**src/rtl/exu_div.sv**
```systemverilog
// Iterative radix-2 restoring divider for RISC-V DIV/DIVU/REM/REMU, one op in flight.
// Optional macro DIV_EARLY_OUT_EN: finish at accept when |rs1| < |rs2|.
module exu_div #(
    parameter int XLEN  = 32,
    parameter int CNT_W = $clog2(XLEN) + 1
) (
    input  logic            clk,
    input  logic            rst_n,
    input  logic            pipe_flush,
    input  logic            div_valid,
    input  logic            div_rem,
    input  logic            div_unsign,
    input  logic [XLEN-1:0] div_rs1_data,
    input  logic [XLEN-1:0] div_rs2_data,
    input  logic [4:0]      div_rd_addr,
    input  logic [XLEN-1:0] div_instr_tag,
    output logic            div_busy,
    output logic            div_wb_valid,
    output logic            div_wb_rd_wr_en,
    output logic [4:0]      div_wb_rd_addr,
    output logic [XLEN-1:0] div_wb_data,
    output logic [XLEN-1:0] div_wb_instr_tag
);

    typedef enum logic [1:0] {
        IDLE = 2'd0,
        CALC = 2'd1,
        DONE = 2'd2
    } state_t;

    localparam logic [XLEN-1:0] MIN_VAL  = {1'b1, {(XLEN-1){1'b0}}};
    localparam logic [XLEN-1:0] ALL_ONES = {XLEN{1'b1}};

    function automatic logic [XLEN-1:0] abs_val(input logic [XLEN-1:0] v, input logic sgn);
        if (sgn && v[XLEN-1]) begin
            abs_val = -v;
        end else begin
            abs_val = v;
        end
    endfunction

    state_t            state_r;
    logic [CNT_W-1:0]  cnt_r;
    logic              rem_r;
    logic              q_neg_r;
    logic              r_neg_r;
    logic [4:0]        rd_addr_r;
    logic [XLEN-1:0]   tag_r;
    logic [XLEN-1:0]   dvd_r;
    logic [XLEN-1:0]   dvs_r;
    logic [XLEN:0]     prem_r;

    logic              busy_r;
    logic              wb_valid_r;
    logic              wb_rd_wr_en_r;
    logic [4:0]        wb_rd_addr_r;
    logic [XLEN-1:0]   wb_data_r;
    logic [XLEN-1:0]   wb_tag_r;

    logic [XLEN-1:0]   rs1_abs_s;
    logic [XLEN-1:0]   rs2_abs_s;
    logic              div_zero_s;
    logic              ovf_s;
    logic              early_s;
    logic              special_s;
    logic              q_sign_s;
    logic              r_sign_s;
    logic [XLEN-1:0]   spec_q_s;
    logic [XLEN-1:0]   spec_r_s;
    logic [XLEN-1:0]   spec_data_s;

    logic [XLEN:0]     shift_s;
    logic [XLEN+1:0]   diff_s;
    logic              qbit_s;
    logic [XLEN:0]     prem_nxt_s;
    logic [XLEN-1:0]   quo_nxt_s;
    logic [XLEN-1:0]   rem_mag_s;
    logic [XLEN-1:0]   quo_fin_s;
    logic [XLEN-1:0]   rem_fin_s;
    logic [XLEN-1:0]   calc_data_s;

    // Accept-time decode: operand magnitudes, result signs and the no-iteration cases
    always_comb begin
        rs1_abs_s  = abs_val(div_rs1_data, ~div_unsign);
        rs2_abs_s  = abs_val(div_rs2_data, ~div_unsign);
        div_zero_s = (div_rs2_data == '0);
        ovf_s      = ~div_unsign && (div_rs1_data == MIN_VAL) && (div_rs2_data == ALL_ONES);
`ifdef DIV_EARLY_OUT_EN
        early_s    = (rs1_abs_s < rs2_abs_s);
`else
        early_s    = 1'b0;
`endif
        special_s  = div_zero_s | ovf_s | early_s;
        q_sign_s   = ~div_unsign & (div_rs1_data[XLEN-1] ^ div_rs2_data[XLEN-1]);
        r_sign_s   = ~div_unsign & div_rs1_data[XLEN-1];
        // divide-by-zero wins; early-out can never fire with a zero divisor anyway
        if (div_zero_s) begin
            spec_q_s = ALL_ONES;
            spec_r_s = div_rs1_data;
        end else if (ovf_s) begin
            spec_q_s = div_rs1_data;
            spec_r_s = '0;
        end else begin
            spec_q_s = '0;
            spec_r_s = div_rs1_data;
        end
        if (div_rem) begin
            spec_data_s = spec_r_s;
        end else begin
            spec_data_s = spec_q_s;
        end
    end

    // One restoring step plus the sign-corrected result used on the final step
    always_comb begin
        shift_s = {prem_r[XLEN-1:0], dvd_r[XLEN-1]};
        diff_s  = {1'b0, shift_s} - {2'b00, dvs_r};
        if (diff_s[XLEN+1]) begin
            prem_nxt_s = shift_s;
            qbit_s     = 1'b0;
        end else begin
            prem_nxt_s = diff_s[XLEN:0];
            qbit_s     = 1'b1;
        end
        quo_nxt_s = {dvd_r[XLEN-2:0], qbit_s};
        rem_mag_s = prem_nxt_s[XLEN-1:0];
        if (q_neg_r) begin
            quo_fin_s = -quo_nxt_s;
        end else begin
            quo_fin_s = quo_nxt_s;
        end
        if (r_neg_r) begin
            rem_fin_s = -rem_mag_s;
        end else begin
            rem_fin_s = rem_mag_s;
        end
        if (rem_r) begin
            calc_data_s = rem_fin_s;
        end else begin
            calc_data_s = quo_fin_s;
        end
    end

    // Control FSM, datapath registers and registered write-back outputs
    always_ff @(posedge clk or negedge rst_n) begin
        if (!rst_n) begin
            state_r       <= IDLE;
            cnt_r         <= '0;
            rem_r         <= 1'b0;
            q_neg_r       <= 1'b0;
            r_neg_r       <= 1'b0;
            rd_addr_r     <= 5'd0;
            tag_r         <= '0;
            dvd_r         <= '0;
            dvs_r         <= '0;
            prem_r        <= '0;
            busy_r        <= 1'b0;
            wb_valid_r    <= 1'b0;
            wb_rd_wr_en_r <= 1'b0;
            wb_rd_addr_r  <= 5'd0;
            wb_data_r     <= '0;
            wb_tag_r      <= '0;
        end else begin
            wb_valid_r    <= 1'b0;
            wb_rd_wr_en_r <= 1'b0;
            if (pipe_flush) begin
                state_r <= IDLE;
                busy_r  <= 1'b0;
            end else begin
                case (state_r)
                    IDLE: begin
                        if (div_valid) begin
                            rem_r     <= div_rem;
                            rd_addr_r <= div_rd_addr;
                            tag_r     <= div_instr_tag;
                            busy_r    <= 1'b1;
                            if (special_s) begin
                                state_r       <= DONE;
                                wb_valid_r    <= 1'b1;
                                wb_rd_wr_en_r <= (div_rd_addr != 5'd0);
                                wb_rd_addr_r  <= div_rd_addr;
                                wb_data_r     <= spec_data_s;
                                wb_tag_r      <= div_instr_tag;
                            end else begin
                                state_r <= CALC;
                                dvd_r   <= rs1_abs_s;
                                dvs_r   <= rs2_abs_s;
                                prem_r  <= '0;
                                cnt_r   <= CNT_W'(XLEN);
                                q_neg_r <= q_sign_s;
                                r_neg_r <= r_sign_s;
                            end
                        end else begin
                            state_r <= IDLE;
                            busy_r  <= 1'b0;
                        end
                    end
                    CALC: begin
                        dvd_r  <= quo_nxt_s;
                        prem_r <= prem_nxt_s;
                        cnt_r  <= cnt_r - CNT_W'(1);
                        // last step: publish the sign-corrected result directly
                        if (cnt_r == CNT_W'(1)) begin
                            state_r       <= DONE;
                            wb_valid_r    <= 1'b1;
                            wb_rd_wr_en_r <= (rd_addr_r != 5'd0);
                            wb_rd_addr_r  <= rd_addr_r;
                            wb_data_r     <= calc_data_s;
                            wb_tag_r      <= tag_r;
                        end else begin
                            state_r <= CALC;
                        end
                    end
                    DONE: begin
                        state_r <= IDLE;
                        busy_r  <= 1'b0;
                    end
                    default: begin
                        state_r <= IDLE;
                        busy_r  <= 1'b0;
                    end
                endcase
            end
        end
    end

    assign div_busy         = busy_r;
    assign div_wb_valid     = wb_valid_r;
    assign div_wb_rd_wr_en  = wb_rd_wr_en_r;
    assign div_wb_rd_addr   = wb_rd_addr_r;
    assign div_wb_data      = wb_data_r;
    assign div_wb_instr_tag = wb_tag_r;

endmodule

```
**config.mk**
```make
export PLATFORM = sky130hd
export DESIGN_NAME = exu_div
export DESIGN_NICKNAME = d
export VERILOG_FILES = /design/src/rtl/exu_div.sv
export SDC_FILE = /design/constraint.sdc
export NUM_CORES = 1
export LEC_CHECK = 0
export ABC_AREA = 1
export BUFFER_PORTS_ARGS = -buffer_cell sky130_fd_sc_hd__buf_2
export CORE_UTILIZATION = 35
export DETAILED_ROUTE_END_ITERATION = 16
export SYNTH_ARGS = -nofsm -noshare
export SYNTH_HDL_FRONTEND = slang
export SYNTH_SLANG_ARGS = --single-unit
```
**constraint.sdc**
```tcl
create_clock -name clk -period 4.6 [get_ports clk]
set_input_delay 0.46 -clock clk [delete_from_list [all_inputs] [get_ports clk]]
set_output_delay 0.46 -clock clk [all_outputs]
set_load 0.02 [all_outputs]
```
======== After elaboration in Yosys (flattened, before gate mapping) ========
Index checks and enable logic that the tools add are counted.
word-level totals
  word-level logic and storage cells ...... 102
  input bits .............................. 107
  memories ................................ 0
  output and inout port bits .............. 72
  memory bits (read-only) ................. 0
  bits in latches ......................... 0
  memory bits (writable) .................. 0
  register bits after elaboration ......... 216
cells by class
  add/sub/neg operators ................... 6
  bitwise logic cells ..................... 7
  order comparisons ....................... 0
  mux-type cells .......................... 51
  $mul .................................... 0
  equal/unequal tests ..................... 9
  reduce and logical (&&, ||, !) cells .... 13
  shift operators ......................... 0
  div/mod/pow operators ................... 0
operators by type and width
  kind                                                                   count
  32-bit 2-to-1 mux                                                      21
  32-bit case mux with 2 select lines                                    4
  32-bit negator                                                         4
  32-bit equality test, second input constant                            2
  33-bit by 32-bit subtractor with 34-bit output                         1
  32-bit logical NOT                                                     1
  5-bit 2-to-1 mux                                                       3
  6-bit 2-to-1 mux                                                       2
  6-bit case mux with 2 select lines                                     1
  1-bit 2-to-1 mux                                                       11
  2-bit != test, second input constant                                   5
  5-bit case mux with 2 select lines                                     1
  5-bit nonzero test                                                     2
  2-bit 2-to-1 mux                                                       4
  4-bit AND reduction                                                    2
  6-bit by 1-bit equality test with 1-bit output, second input constant  1
  1-bit case mux with 2 select lines                                     3
  6-bit by 1-bit subtractor with 6-bit output, second input constant     1
  5-bit AND reduction                                                    1
  1-bit logical AND                                                      4
  2-bit case mux with 2 select lines                                     1
  1-bit NOT                                                              3
  3-bit AND reduction                                                    1
  1-bit bitwise AND                                                      2
  other kinds (5)                                                        5

======== Depth between registers and ports, before layout ========
  depth after elaboration ................. 9
  depth in mapped cells ................... 29
  gate-level depth less buffers ........... 28

======== Worst setup path before layout ========
No wires, ideal clock.
  path type ............................... reg-to-reg
  start ................................... register prem_r[10]
  end ..................................... register wb_data_r[30] (netlist: div_wb_data[30])
  required time ........................... 4.483 ns
  path buffers ............................ 1
  period minus slack after synthesis ...... 3.433 ns
  path slack .............................. 1.167 ns
  stages on the path, launching flop included .. 26
  arrival ................................. 3.317 ns
  setup time .............................. 0.117 ns
  cell sequence ........................... dfrtp_1 -> ha_1 -> nand2_2 -> inv_1 -> a21oi_1 -> o21ai_1 -> inv_2 -> nand2_4 -> nand2_4 -> nand2_4 -> inv_2 -> buf_2 -> ha_1 -> nand4_1 -> nor3_1 -> nand2_1 -> nor2_1 -> a21oi_1 -> nor2_1 -> o21ai_0 -> o21ai_0 -> a21oi_1 -> nor2_1 -> nand2_1 -> nand2_1 -> nand2_1
on the way
  longest elaborated chain between the ends .. 7
  elaborated cells on any way between the ends .. 10
  those cells by class .................... add/sub: 3; mux: 7
ends and longest elaborated chain
  element                                                       line      text
  from (decl)                                                   51        logic [XLEN:0] prem_r;
  from (signal assigned)                                        200       prem_r <= prem_nxt_s;
  33-bit by 32-bit subtractor with 34-bit output                117       diff_s = {1'b0, shift_s} - {2'b00, dvs_r};
  1-bit 2-to-1 mux / 32-bit 2-to-1 mux (equally long branches)  118       if (diff_s[XLEN+1]) begin
  32-bit negator, on equally long branches                      128, 133
  32-bit 2-to-1 mux, on equally long branches                   127, 132
  32-bit 2-to-1 mux *                                           137       if (rem_r) begin
  32-bit 2-to-1 mux *                                           203       if (cnt_r == CNT_W'(1)) begin
  32-bit case mux with 2 select lines *                         170       case (state_r)
  to (signal assigned)                                          182       wb_data_r <= spec_data_s;
  to (signal assigned)                                          208       wb_data_r <= calc_data_s;
  to (decl)                                                     57        logic [XLEN-1:0] wb_data_r;
Every way passes the cells marked *; elsewhere a longest branch is shown, timed or not. The select of a mux whose other input is x is not followed.
A chain may end at the register's enable or synchronous reset.

======== Worst setup path in the final report ========
  start ................................... register prem_r[14]
  end ..................................... register wb_data_r[30] (netlist: div_wb_data[30])
The elaborated chain is that of the path after synthesis.

==> run_results.csv <==
group,metric,value,unit
outcome,outcome,"finished clean",
grt,grt_max_degree,92,
grt,grt_antenna_before_repair,5,
placement,dpl.hpwl,44600,um
placement,io_buffer_count,178,
setup_path,cp_max_fo,15,
timing,hold_violations,0,
floorplanning,ios,179,
finish,nets,2676,
detailed_routing,wl,58900,um
setup_path,arrival,4550,ps
logic_synthesis,synth_top_area_share,0.337,
timing,tightest_slew,1040,ps
cts,root_buffer,"clkbuf_16",
finish,final_area,18400,um2
detailed_routing,first_iter_violations,1512,
logic_synthesis,syn-num-nets,2536,
logic_synthesis,synth-main-ff-cell,"dfrtp_1",
grt,first_global_vias,16115,
setup_path,path_delay_family,"simple AND/OR/NAND/NOR gates",
setup_path,cp_cell_sequence,"ha_1 > nand2_2 > inv_1 > a21oi_1 > o21ai_1 > inv_2 > nand2_4 > nand2_4 > nand2_4 > inv_2 > ha_1 > nand4_1 > nor3_1 > nand2_1 > nor2_1 > a21oi_1 > nor2_1 > o21ai_0 > o21ai_0 > a21oi_1 > nor2_1 > nand2_1 > nand2_1 > nand2_1",
floorplanning,die_h,215,um
logic_synthesis,synthTopCellsByArea,"dfrtp_1 34%, nand2_1 16%, inv_1 6.4%",
detailed_routing,drc,0,
detailed_routing,avgRoutedWirePerCell,18.8,um
hold_path,hold_class,"primary input to register",
logic_synthesis,synth_cells,2389,
placement,pre_cts_ws,664,ps
cts,path_clk_slew,60,ps
finish,area_growth,15.1,%
timing,setup_viol,0,
cts,cts_tree,"done",
logic_synthesis,avgSynthCellArea,6.67,um2
cts,ctsHtreeMaxLevel,1,
cts,clkSinkCount,215,
logic_synthesis,synth_most_common_cell,"nand2_1",
placement,globalplace.congestion,0.981,
detailed_routing,drt_pre_antenna_iters,6,
setup_path,crit_path_top_delay_cell,"dfrtp_1",
timing,fin_setup_tns,0,ps
timing,layout_min_cycle_time,4080,ps
timing,rsz0062_at_grt,"false",
cts,cts_resized,0,
finish,fin_cells,3140,
detailed_routing,vias,16730,
detailed_routing,antenna_left,0,
cts,clock_latency,580,ps
floorplanning,start_util,0.357,
grt,gr-usage-all-layers,0.251,
hold_path,min_from,"div_instr_tag[1]",
logic_synthesis,synthArstFlopShare,1.00,
pwr,p_leak,9.12,nW
floorplanning,die_area,46400,um2
timing,max_freq,245,MHz
setup_path,cp.required,5070,ps
placement,place_area,17400,um2
setup_path,slowest_delay,440,ps
finish,drive_gt1_frac,0.150,
timing,fin_crit_sh,0.886,
logic_synthesis,synth_top_cells_by_count,"684 x nand2_1, 271 x inv_1, 232 x nor2_1",
logic_synthesis,ys_seq_area_frac,0.337,
setup_path,cpMostUsedCell,"nand2_1",
floorplanning,rows,77,
setup_path,startpoint,"prem_r[14]",
timing,finalClockSkew,10.7,ps
logic_synthesis,synth-seq-cells,215,
pwr,power_density,846,nW/um2
pwr,ir_drop,532,uV
logic_synthesis,ys_warn_count,0,
logic_synthesis,synth.largest_area_cell,"dfrtp_1",
logic_synthesis,synth-edff-count,0,
grt,grt_pass1_wl,92200,um
setup_path,worstReg2RegStart,"prem_r[14]",
timing,relSlewSlack,0.307,
cts,cts_buffers,27,
grt,grt.overflow.total,0,
detailed_routing,viasPerCell,5.33,
logic_synthesis,synth.distinct_cells,56,
logic_synthesis,synth_area,15900,um2
setup_path,path_buf_inv,3,
timing,drv_slew,0,
floorplanning,core_region_area,44600,um2
cts,clock_path_buffers,3,
setup_path,cp-end-kind,"register",
floorplanning,die_w,215,um
placement,dp.cells,3091,
timing,setup_ws,523,ps
setup_path,start_kind,"register",
setup_path,worstSetupPathType,"register to register",
job,max-cap-violations,0,
-- placed cells by master (no fill, tap or decap), types with 24 or more instances in the layout --
cell type	synthesis	final
a21oi_1	112	112
a31oi_1	51	51
buf_2	18	177
buf_4	6	24
clkbuf_16	0	27
dfrtp_1	215	215
ha_1	39	39
inv_1	271	269
mux2_2	32	32
nand2_1	684	682
nand2_2	22	24
nand3_1	165	165
nand4_1	33	33
nor2_1	232	230
nor3_1	41	41
o21ai_0	198	198
xor2_1	36	36
-- report_power, final --
group | leakage [nW] | total [mW] | internal [mW] | switching [mW]
Combinational | 6.03 | 10.1 | 2.99 | 7.14
Sequential | 2.64 | 3.11 | 2.61 | 0.506
Clock | 0.453 | 2.29 | 1.35 | 0.933
Total | 9.12 | 15.5 | 6.95 | 8.58
-- what timing repair did --
| item | in CTS | in global routing |
|---|---|---|
| endpoints found under the hold margin | 89 | 0 |
| hold buffers | 1 | 0 |
| setup buffers | 0 | 0 |
-- routing by layer --
metal,vias up,part of all wire,GRT usage
met3,100,0.074,0.0459
met5,-,0.00068,0
met4,8,0.028,0.0674
li1,8075,-,-
met2,651,0.46,0.411
met1,7896,0.44,0.340
-- through the flow --
step                      power (mW)  utilization  hold WS (ps)
after floorplan                 10.2            -           164
after global placement          13.0        0.390           456
after detailed placement        13.1        0.390           456
after CTS                       15.4        0.411           100
after global routing            16.8        0.411           116
final                           15.5        0.411           129
-- cells by family after synthesis --
group	after synthesis	synth area share
AND/OR/NAND/NOR	1251	0.343
AO/OA/AOI/OAI	424	0.145
buffers and inverters	378	0.0935
flip-flops	215	0.337
XOR/XNOR	49	0.0269
adder cells (fa/ha/maj)	40	0.0319
multiplexers	32	0.0226
-- path summary, 6_finish.rpt --
| check | endpoint | slack [ps] | cells past startpoint |
|---|---|---|---|
| worst max-delay path | div_wb_data[30] | 520 | 24 |
| worst min-delay path | tag_r[1] | 130 | 2 |
| worst max register to register | div_wb_data[30] | 520 | 24 |
| worst min register to register | div_busy | 470 | 2 |
| max in group asynchronous | div_wb_instr_tag[13] | 3050 | 3 |
| min in group asynchronous | div_wb_data[22] | 470 | 2 |
-- final cells by class --
cell class / count / area, um2
clock buffer: 33 / 728
multi-input combinational: 1796 / 9090
fill: 4687 / 26300
timing repair buffer: 206 / 1150
clock inverter: 14 / 198
tap: 592 / 741
inverter: 283 / 1060
sequential: 215 / 5380
antenna: 1 / 2.50
-- sequential cells by signal (all words and copies together), names as in the netlist --
name              count
dvd_r                32
prem_r               32
state_r               2
cnt_r                 6
div_wb_rd_addr        5
q_neg_r               1
dvs_r                32
div_wb_rd_wr_en       1
div_wb_data          32
rem_r                 1
r_neg_r               1
div_wb_instr_tag     32
tag_r                32
rd_addr_r             5
div_busy              1
Note: power is estimated with default switching activity, not from simulation.
